==> src/rtl/steer_pkg.sv <==
`default_nettype none
// ============================================================================
// Module   : steer_pkg
// Brief    : Shared types and phase-sequencing helper for the steering encoder.
// Revision : 1.0
// ============================================================================
package steer_pkg;

  typedef enum logic [1:0] {
    DIR_IDLE  = 2'd0,
    DIR_RIGHT = 2'd1,
    DIR_LEFT  = 2'd2
  } dir_t;

  typedef logic [1:0] quad_t;

  // Gray-code walk: RIGHT 00->01->11->10, LEFT the reverse.
  function automatic quad_t quad_next(input quad_t q, input dir_t d);
    quad_t r;
    case (d)
      DIR_RIGHT: r = {q[0], ~q[1]};
      DIR_LEFT:  r = {~q[0], q[1]};
      default:   r = q;
    endcase
    return r;
  endfunction

  function automatic dir_t dir_from_buttons(input logic l, input logic r);
    dir_t d;
    case ({l, r})
      2'b01:   d = DIR_RIGHT;
      2'b10:   d = DIR_LEFT;
      default: d = DIR_IDLE;
    endcase
    return d;
  endfunction

endpackage
`default_nettype wire

==> src/rtl/steer_quad_chan.sv <==
`default_nettype none
// ============================================================================
// Module   : steer_quad_chan
// Brief    : One steering channel: step timer, accelerating period, phase.
//            STEER_ANALOG_EN adds paddle mode and a position counter.
// Revision : 1.0
// ============================================================================
module steer_quad_chan
  import steer_pkg::*;
#(
  parameter int DIV_W       = 16,
  parameter int ACCEL_SHIFT = 2
) (
  input  logic             CLK,
  input  logic             RESET,
  input  logic [DIV_W-1:0] clkdiv,
  input  logic [DIV_W-1:0] clkdiv_min,
  input  logic             left,
  input  logic             right,
`ifdef STEER_ANALOG_EN
  input  logic             mode,
  input  logic [7:0]       target,
  output logic [7:0]       pos,
`endif
  output logic [1:0]       steer,
  output logic             step
);

  localparam logic [DIV_W-1:0] c_div_one = DIV_W'(1);

  dir_t             dir_q, dir_d, w_dir;
  logic [DIV_W-1:0] cnt_q, cnt_d;
  logic [DIV_W-1:0] period_q, period_d;
  logic [DIV_W-1:0] w_restart_period, w_shrunk, w_accel;
  quad_t            phase_q, phase_d;
  logic             step_q, step_d;
  logic             w_restart;
`ifdef STEER_ANALOG_EN
  logic             mode_q, mode_d;
  logic [7:0]       pos_q, pos_d;
  logic [7:0]       w_diff;
`endif

  always_comb begin
    w_dir            = dir_from_buttons(left, right);
    w_restart_period = clkdiv;
    w_shrunk         = period_q - (period_q >> ACCEL_SHIFT);
    if (ACCEL_SHIFT == 0) begin
      w_accel = period_q;
    end else begin
      w_accel = (w_shrunk < clkdiv_min) ? clkdiv_min : w_shrunk;
    end
    w_restart = 1'b0;
`ifdef STEER_ANALOG_EN
    w_diff = target - pos_q;
    mode_d = mode;
    pos_d  = pos_q;
    if (mode) begin
      // Paddle mode chases the target at the fastest fixed rate.
      w_dir            = (w_diff == 8'd0) ? DIR_IDLE : (w_diff[7] ? DIR_LEFT : DIR_RIGHT);
      w_restart_period = clkdiv_min;
      w_accel          = period_q;
    end
    w_restart = (mode != mode_q);
`endif
    w_restart = w_restart || (w_dir != dir_q);

    dir_d    = w_dir;
    cnt_d    = cnt_q;
    period_d = period_q;
    phase_d  = phase_q;
    step_d   = 1'b0;

    if (w_dir == DIR_IDLE || w_restart) begin
      // A new press (or reversal) always starts from the slow period.
      cnt_d    = '0;
      period_d = w_restart_period;
    end else if (cnt_q >= period_q - c_div_one) begin
      cnt_d    = '0;
      period_d = w_accel;
      phase_d  = quad_next(phase_q, w_dir);
      step_d   = 1'b1;
`ifdef STEER_ANALOG_EN
      pos_d    = (w_dir == DIR_RIGHT) ? pos_q + 8'd1 : pos_q - 8'd1;
`endif
    end else begin
      cnt_d = cnt_q + c_div_one;
    end
  end

  always_ff @(posedge CLK) begin
    if (RESET) begin
      dir_q    <= DIR_IDLE;
      cnt_q    <= '0;
      period_q <= clkdiv;
      phase_q  <= '0;
      step_q   <= 1'b0;
`ifdef STEER_ANALOG_EN
      mode_q   <= 1'b0;
      pos_q    <= '0;
`endif
    end else begin
      dir_q    <= dir_d;
      cnt_q    <= cnt_d;
      period_q <= period_d;
      phase_q  <= phase_d;
      step_q   <= step_d;
`ifdef STEER_ANALOG_EN
      mode_q   <= mode_d;
      pos_q    <= pos_d;
`endif
    end
  end

  assign steer = phase_q;
  assign step  = step_q;
`ifdef STEER_ANALOG_EN
  assign pos   = pos_q;
`endif

endmodule
`default_nettype wire

==> src/rtl/steer_quad_multi.sv <==
`default_nettype none
// ============================================================================
// Module   : steer_quad_multi
// Brief    : N-channel button-to-quadrature steering encoder with accelerating
//            step rate. STEER_ANALOG_EN adds per-channel paddle mode.
// Revision : 1.0
// ============================================================================
module steer_quad_multi
  import steer_pkg::*;
#(
  parameter int CHANNELS    = 2,
  parameter int DIV_W       = 16,
  parameter int ACCEL_SHIFT = 2
) (
  input  logic                  CLK,
  input  logic                  RESET,
  input  logic [DIV_W-1:0]      clkdiv,
  input  logic [DIV_W-1:0]      clkdiv_min,
  input  logic [CHANNELS-1:0]   left,
  input  logic [CHANNELS-1:0]   right,
`ifdef STEER_ANALOG_EN
  input  logic [CHANNELS-1:0]   mode,
  input  logic [8*CHANNELS-1:0] target,
  output logic [8*CHANNELS-1:0] pos,
`endif
  output logic [2*CHANNELS-1:0] steer,
  output logic [CHANNELS-1:0]   step
);

  logic [DIV_W-1:0] w_div, w_min_raw, w_div_min;

  // Zero periods would never fire, and a minimum above the start would slow down.
  always_comb begin
    w_div     = (clkdiv == '0) ? DIV_W'(1) : clkdiv;
    w_min_raw = (clkdiv_min == '0) ? DIV_W'(1) : clkdiv_min;
    w_div_min = (w_min_raw > w_div) ? w_div : w_min_raw;
  end

  for (genvar c = 0; c < CHANNELS; c++) begin : g_chan
    steer_quad_chan #(
      .DIV_W       (DIV_W),
      .ACCEL_SHIFT (ACCEL_SHIFT)
    ) u_chan (
      .CLK        (CLK),
      .RESET      (RESET),
      .clkdiv     (w_div),
      .clkdiv_min (w_div_min),
      .left       (left[c]),
      .right      (right[c]),
`ifdef STEER_ANALOG_EN
      .mode       (mode[c]),
      .target     (target[8*c +: 8]),
      .pos        (pos[8*c +: 8]),
`endif
      .steer      (steer[2*c +: 2]),
      .step       (step[c])
    );
  end

endmodule
`default_nettype wire

==> config.mk <==
export PLATFORM = sky130hd
export DESIGN_NAME = steer_quad_multi
export DESIGN_NICKNAME = d
export VERILOG_FILES = /design/src/rtl/steer_pkg.sv /design/src/rtl/steer_quad_chan.sv /design/src/rtl/steer_quad_multi.sv
export SDC_FILE = /design/constraint.sdc
export NUM_CORES = 1
export LEC_CHECK = 0
export ABC_AREA = 0
export CAP_MARGIN = 30
export CORE_MARGIN = 5
export CORE_UTILIZATION = 39
export DETAILED_ROUTE_END_ITERATION = 8
export GPL_TIMING_DRIVEN = 0
export SLEW_MARGIN = 20
export SYNTH_ARGS = -nofsm -noshare
export SYNTH_HDL_FRONTEND = slang
export SYNTH_SLANG_ARGS = --single-unit
export TNS_END_PERCENT = 50
==> constraint.sdc <==
create_clock -name CLK -period 6.6 [get_ports CLK]
set_input_delay 0.99 -clock CLK [delete_from_list [all_inputs] [get_ports CLK]]
set_output_delay 0.99 -clock CLK [all_outputs]
set_load 0.01 [all_outputs]
==> flow_summary.ini, run 1 <==
[synth]
yosysSeqAreaShare_pct = 23.6
synth.avg_cell_area_um2 = 8.24
synth_area_um2 = 7630
async_reset_ff_share_pct = 0
yosys_warnings = 0
synthMuxAreaShare_pct = 1.34
synth_edf_count = 32
synth_flop_cell = dfxtp_1
postSynthCellCount = 926
synthXorXnorAreaFrac_pct = 10.1
ys_types = 69
synthAdderAreaFrac_pct = 18.4
yosys.area_share.simple_pct = 21.2
synth_nets = 1075
ys_ff_latch = 74
synth_top_family_by_area = simple AND/OR/NAND/NOR gates
synth_compound_area_share_pct = 19.1

[layout]
final_core_util_pct = 45.1
drive_gt1_share_pct = 6.09
nets = 1129
final_cell_mix = ha_1 (109), nor2_1 (101), inv_1 (82), xnor2_1 (56), nand2_1 (52)
fillers = 2034
n_antenna_cell = 0
design_area_um2 = 8750
final_common_cell = ha_1
area_growth_pct = 14.6

[placement]
port_buffers = 43
placed_area_um2 = 8400
pre_cts_slack_ns = -0.704
place_congestion = 0.927
dp_hpwl_mm = 16.2

[setup_path]
crit_required_ns = 6.65
r2r_start = g_chan[0].u_chan.period_q[0]
worstPathArrival_ns = 6.37
worst_setup_path_start_kind = input pin
r2r_cells = 22
end_kind = flip-flop
crit_type = input pin to flip-flop
path_max_fanout = 10
reg2reg_slack_ns = 1.58
r2r_end = g_chan[0].u_chan.period_q[12]

[timing]
setup_violations = 0
fin_ws_ns = 0.276
slew_viol_final = 0
min_period_ns = 6.32
fin_crit_sh_pct = 95.8
fmax_mhz = 158
skew_ns = 0.0115
worstMarginPinSlew_ns = 0.962
hold_viol_final = 0
relSlewSlack_pct = 35.7
rsz0062_at_grt = no

[clock_tree]
path_clk_slew_ns = 0.06
cts.sink_count = 74
post_cts_resized = 4
ctsHoldBuffers = 0
htreeDepth = 3
clk-insertion-delay-late_ns = 0.34
cts_buffer_depth = 2
tritoncts = built
cts_buffers = 9
cts_setup_buffers = 0
cts_root_buf = clkbuf_16

[grt]
grt_usage_pct = 18.2
grt_pass1_wl_mm = 32.9
grt_max_degree = 26
grt_pass1_vias = 6405
overflow = 0
antenna_found_initial = 0

[min_path]
hold_start = g_chan[1].u_chan.cnt_q[0]
hp-class = flip-flop to flip-flop
min_to = g_chan[1].u_chan.cnt_q[0]
min_path_cells = 1

[power]
ir_drop_mv = 0.167
power_leakage_nw = 3.74
seqPwrFrac_pct = 21.7
power.switching_mw = 1.19
p_clk_share_pct = 19.0
power_frac_comb_pct = 59.2
swShare_pct = 43.8
internal_power_mw = 1.53
power_density_nw_per_um2 = 312

[run_status]
status = finished clean

[floorplan]
row_count = 51
die_h_um = 150
fp.coreArea_um2 = 19400
start_util_pct = 39.4
ios = 44
die_width_um = 150
die-area_um2 = 22500

[drt]
ant_nets = 0
drtIter0Drc = 386
via_per_inst = 5.38
routed_wl_mm = 19.9
drtPass1Iterations = 5
drcViolationCount = 0
wire_per_inst_um = 15.9
vias = 6731

[run]
max_cap_violations = 0
-- power by group through the flow --
stage / registers, mW / clock network (mW) / logic, mW
after floorplan: 0.585 / 0 / 1.23
after global routing: 0.602 / 0.552 / 1.82
after detailed placement: 0.603 / 0 / 1.58
final: 0.593 / 0.518 / 1.62
after global placement: 0.603 / 0 / 1.56
after CTS: 0.593 / 0.530 / 1.60
-- synth_stat cells, types with 3 or more instances --
library cell    n  area, um2
ha_1          109       1360
nor2_1        101        379
inv_1          82        308
xnor2_1        56        490
nand2_1        53        199
nand3_1        48        240
a21oi_1        46        230
dfxtp_1        42        841
edfxtp_1       32        961
xor2_1         32        280
clkbuf_1       29        109
a21o_1         25        188
nor3_1         22        110
o21ai_0        20        100
nor4_1         15       93.8
nor2b_1        14       87.6
nand3b_1       13       97.6
and3_1         12       75.1
nand4_1        12       75.1
a31oi_1        11       68.8
o221ai_1       11       96.3
or3_1          10       62.6
mux2i_1         8       80.1
nand2b_1        8       50.1
o211ai_1        8       60.1
and2_1          7       43.8
o21a_1          7       52.6
a221oi_1        6       52.6
a221oi_2        6       90.1
o21bai_1        6       45.0
or2_2           5       31.3
a211oi_1        4       30.0
a311oi_1        4       35.0
buf_2           4       20.0
a2111oi_0       3       26.3
a211o_1         3       26.3
buf_4           3       22.5
o211a_1         3       30.0
o21ai_1         3       15.0
o21ba_2         3       30.0
o31ai_1         3       22.5
-- metrics by stage --
stage          std cells  hold WS (ns)  total power [mW]  setup TNS, ns
2_1_floorplan        926         0.441              1.81              0
3_3_place_gp        1234         0.465              2.17         -13.70
3_5_place_dp        1234         0.470              2.19         -14.09
4_1_cts             1250         0.486              2.72              0
5_1_grt             1250         0.521              2.98              0
6_report            1250         0.481              2.73              0
-- cell families after synthesis --
family,Yosys count
flops,74
mux,10
compound gates,197
simple gates,326
buf+inv,120
xor+xnor,88
fa+ha+maj,111
-- flip-flops by register name (all words and copies together), names as in the netlist --
register and cells:
g_chan.u_chan.cnt_q 32, g_chan.u_chan.dir_q 4, g_chan.u_chan.period_q 32, g_chan.u_chan.steer 4
g_chan.u_chan.step 2
-- per-layer routing --
| metal | routed length, um | GRT usage, % |
|---|---|---|
| met5 | 0 | 0 |
| met4 | 382 | 5.86 |
| met3 | 965 | 2.39 |
| met2 | 8600 | 28.2 |
| met1 | 9940 | 26.3 |
-- how the worst max path moves through the flow --
stage,slack [ns],start,to,cells past startpoint
floorplan,1.03,clkdiv[8],g_chan[0].u_chan.period_q[3],23
global placement,-0.66,clkdiv[2],g_chan[0].u_chan.period_q[9],24
detailed placement,-0.70,clkdiv[2],g_chan[0].u_chan.period_q[3],24
CTS,0.002,clkdiv[2],g_chan[0].u_chan.period_q[7],23
global route,0.02,clkdiv[2],g_chan[1].u_chan.period_q[11],25
finish,0.28,clkdiv[2],g_chan[1].u_chan.period_q[11],25
-- worst max-delay path, stage by stage --
cell and delay (ns):
clkdlybuf4s50_1 0.58, nor4_1 0.35, a41o_2 0.35, ha_1 0.18, nor2b_1 0.04, o211a_1 0.22, o21ai_1 0.21, nand3_1 0.22
nand2_2 0.21, clkbuf_2 0.27, nor2_1 0.08, a21oi_2 0.27, ha_1 0.31, a21o_1 0.19, a21oi_1 0.15, nor2b_1 0.06
o21ai_0 0.14, nand2b_1 0.08, a221oi_1 0.30, o211ai_1 0.16, a21oi_1 0.18, buf_2 0.28, buf_2 0.27, nand3b_1 0.14
o211ai_1 0.13
-- layout make-up --
cell class / count / area, um2 / area share (%)
Timing Repair Buffer: 43 / 430 / 4.92
Clock buffer: 12 / 268 / 3.06
Tap cell: 265 / 332 / 3.79
Inverter: 82 / 308 / 3.52
Sequential cell: 74 / 1800 / 20.6
Buffer: 38 / 173 / 1.97
Clock inverter: 4 / 48.8 / 0.558
Multi-Input combinational cell: 732 / 5390 / 61.6
Power figures use the tool's default switching activity.
==> inputs of run 2 (changes only) <==
--- a/config.mk
+++ b/config.mk
@@ -11,6 +11,7 @@
 export CORE_UTILIZATION = 39
 export DETAILED_ROUTE_END_ITERATION = 8
 export GPL_TIMING_DRIVEN = 0
+export PLACE_DENSITY_LB_ADDON = 0.12
 export SLEW_MARGIN = 20
 export SYNTH_ARGS = -nofsm -noshare
 export SYNTH_HDL_FRONTEND = slang
==> run 2 against run 1 <==
Compared with the run above:
- wire length increased by 2.7%
- clock skew hardly changed
- combinational power about the same
- core utilization rose by 0.13 points
- sequential power barely moved
- hold slack gained 0.012 ns
- setup slack improved by 0.089 ns
- sequential share of layout area fell by 0.059 points
- final cell count is essentially flat
- register-to-register slack worse by 0.03 ns
- largest power group unchanged
- total power fell by 0.44%
- sequential cell count unchanged
==> flow_summary.ini, run 2 (same netlist as run 1, synthesis figures left out) <==
[power]
power_leakage_nw = 3.75
finalPower_mw = 2.71
power_density_nw_per_um2 = 309
ir_drop_mv = 0.177

[setup_path]
path_max_fanout = 10
crit_path_end = g_chan[0].u_chan.period_q[8]
crit_type = input pin to flip-flop
worst_setup_path_start_kind = input pin
r2r_start = g_chan[0].u_chan.period_q[0]
worstSetupStartpoint = clkdiv_min[4]
r2r_cells = 22
r2r_end = g_chan[0].u_chan.period_q[12]
reg2reg_slack_ns = 1.55
crit_required_ns = 6.72
end_kind = flip-flop
worstPathArrival_ns = 6.35

[placement]
dp_cells = 1234
place_congestion = 0.897
port_buffers = 43
dp_hpwl_mm = 16.5
pre_cts_slack_ns = -0.785

[run]
max_cap_violations = 0

[floorplan]
die_h_um = 150
die-area_um2 = 22500
fp.coreArea_um2 = 19400
die_width_um = 150
row_count = 51
start_util_pct = 39.4
ios = 44

[timing]
tns_ns = 0
setup_violations = 0
finalHoldWorstSlack_ns = 0.493
skew_ns = 0.0117
fin_ws_ns = 0.365
min_period_ns = 6.24
fmax_mhz = 160
relSlewSlack_pct = 51.5
worstMarginPinSlew_ns = 0.722
fin_crit_sh_pct = 94.5
slew_viol_final = 0
hold_viol_final = 0

[drt]
via_per_inst = 5.35
drtIter0Drc = 446
routed_wl_mm = 20.4
ant_nets = 0
vias = 6688
drcViolationCount = 0
drtPass1Iterations = 5
wire_per_inst_um = 16.3

[layout]
final_cell_mix = ha_1 (109), nor2_1 (101), inv_1 (82), xnor2_1 (56), nand2_1 (52)
final_common_cell = ha_1
drive_gt1_share_pct = 6.59
n_antenna_cell = 0
area_growth_pct = 14.9
reg_top3 = g_chan.u_chan.cnt_q (32), g_chan.u_chan.period_q (32)
final_cells = 1251
nets = 1130

[clock_tree]
clk-insertion-delay-late_ns = 0.34
cts_buffers = 9
tritoncts = built
cts_root_buf = clkbuf_16
htreeDepth = 3
path_clk_slew_ns = 0.06
cts.sink_count = 74
cts_buffer_depth = 2

[grt]
grt_usage_pct = 18.6
grt_max_degree = 26
overflow = 0
grt_pass1_wl_mm = 33.4
antenna_found_initial = 0
grt_pass1_vias = 6449

[run_status]
status = finished clean

[min_path]
min_path_cells = 1
hold_start = g_chan[1].u_chan.cnt_q[0]
hp-class = flip-flop to flip-flop
[run 2: critical path, stage by stage]
cell             delay [ns]
clkdlybuf4s50_1        0.55
nor4_1                 0.34
a41o_1                 0.33
inv_1                  0.11
ha_1                   0.21
nor2b_1                0.11
o211a_1                0.18
o21ai_1                0.11
nand3_1                0.27
nand2_2                0.15
clkbuf_2               0.24
nor2_1                 0.21
a21oi_4                0.09
ha_1                   0.32
a21o_1                 0.18
a21o_1                 0.17
a21o_1                 0.16
a21o_1                 0.17
a21o_1                 0.17
a21o_1                 0.19
a21o_1                 0.25
clkbuf_1               0.26
nand3_1                0.15
o221ai_1               0.11
a221oi_1               0.33
[run 2: power by group]
group          internal, mW  leakage, nW  switching (mW)
logic                 0.678         2.92           0.953
clock network         0.299        0.153           0.191
registers             0.538        0.674          0.0553
[run 2: per-layer routing]
layer  GRT usage (%)  share of wire, %
met5               0                 0
met4            5.49               2.3
met3            2.85               4.3
met2            29.1                43
met1            26.5                51
[run 2: how the worst min path moves through the flow]
stage	end	slack (ns)
detailed placement	g_chan[1].u_chan.cnt_q[0]	0.48
finish	g_chan[1].u_chan.cnt_q[0]	0.49
CTS	g_chan[1].u_chan.cnt_q[0]	0.49
global route	g_chan[1].u_chan.cnt_q[0]	0.52
global placement	g_chan[1].u_chan.cnt_q[0]	0.47
floorplan	g_chan[1].u_chan.cnt_q[0]	0.44
[run 2: cell type report]
cell class / count / area (um2)
fillers: 2022 / 10600
multi-input cells: 732 / 5410
repair buffers: 44 / 440
clock inverters: 4 / 21.3
well taps: 265 / 332
inverters: 82 / 308
flip-flops and latches: 74 / 1800
plain buffers: 38 / 175
clock buffers: 12 / 279
[run 2: repair_timing]
item	in CTS	in global routing
hold buffers	0	0
buffers inserted	0	1
gates resized for setup	6	11
pin swaps	0	1
cloned	0	0
endpoints found under the setup margin	28	31
[run 2: through the flow]
stage	cell area, um2	util (%)
after detailed placement	8400	43.3
after global placement	8400	43.3
after global routing	8770	45.2
after floorplan	7630	-
after CTS	8710	44.9
final	8770	45.2
==> inputs of run 3 (changes only) <==
--- a/config.mk
+++ b/config.mk
@@ -9,6 +9,7 @@
 export CAP_MARGIN = 30
 export CORE_MARGIN = 5
 export CORE_UTILIZATION = 39
+export CTS_CLUSTER_DIAMETER = 30
 export DETAILED_ROUTE_END_ITERATION = 8
 export GPL_TIMING_DRIVEN = 0
 export PLACE_DENSITY_LB_ADDON = 0.12
==> results of run 3 <==
Same layout as run 2: the final DEF is identical, and so are final timing and power.
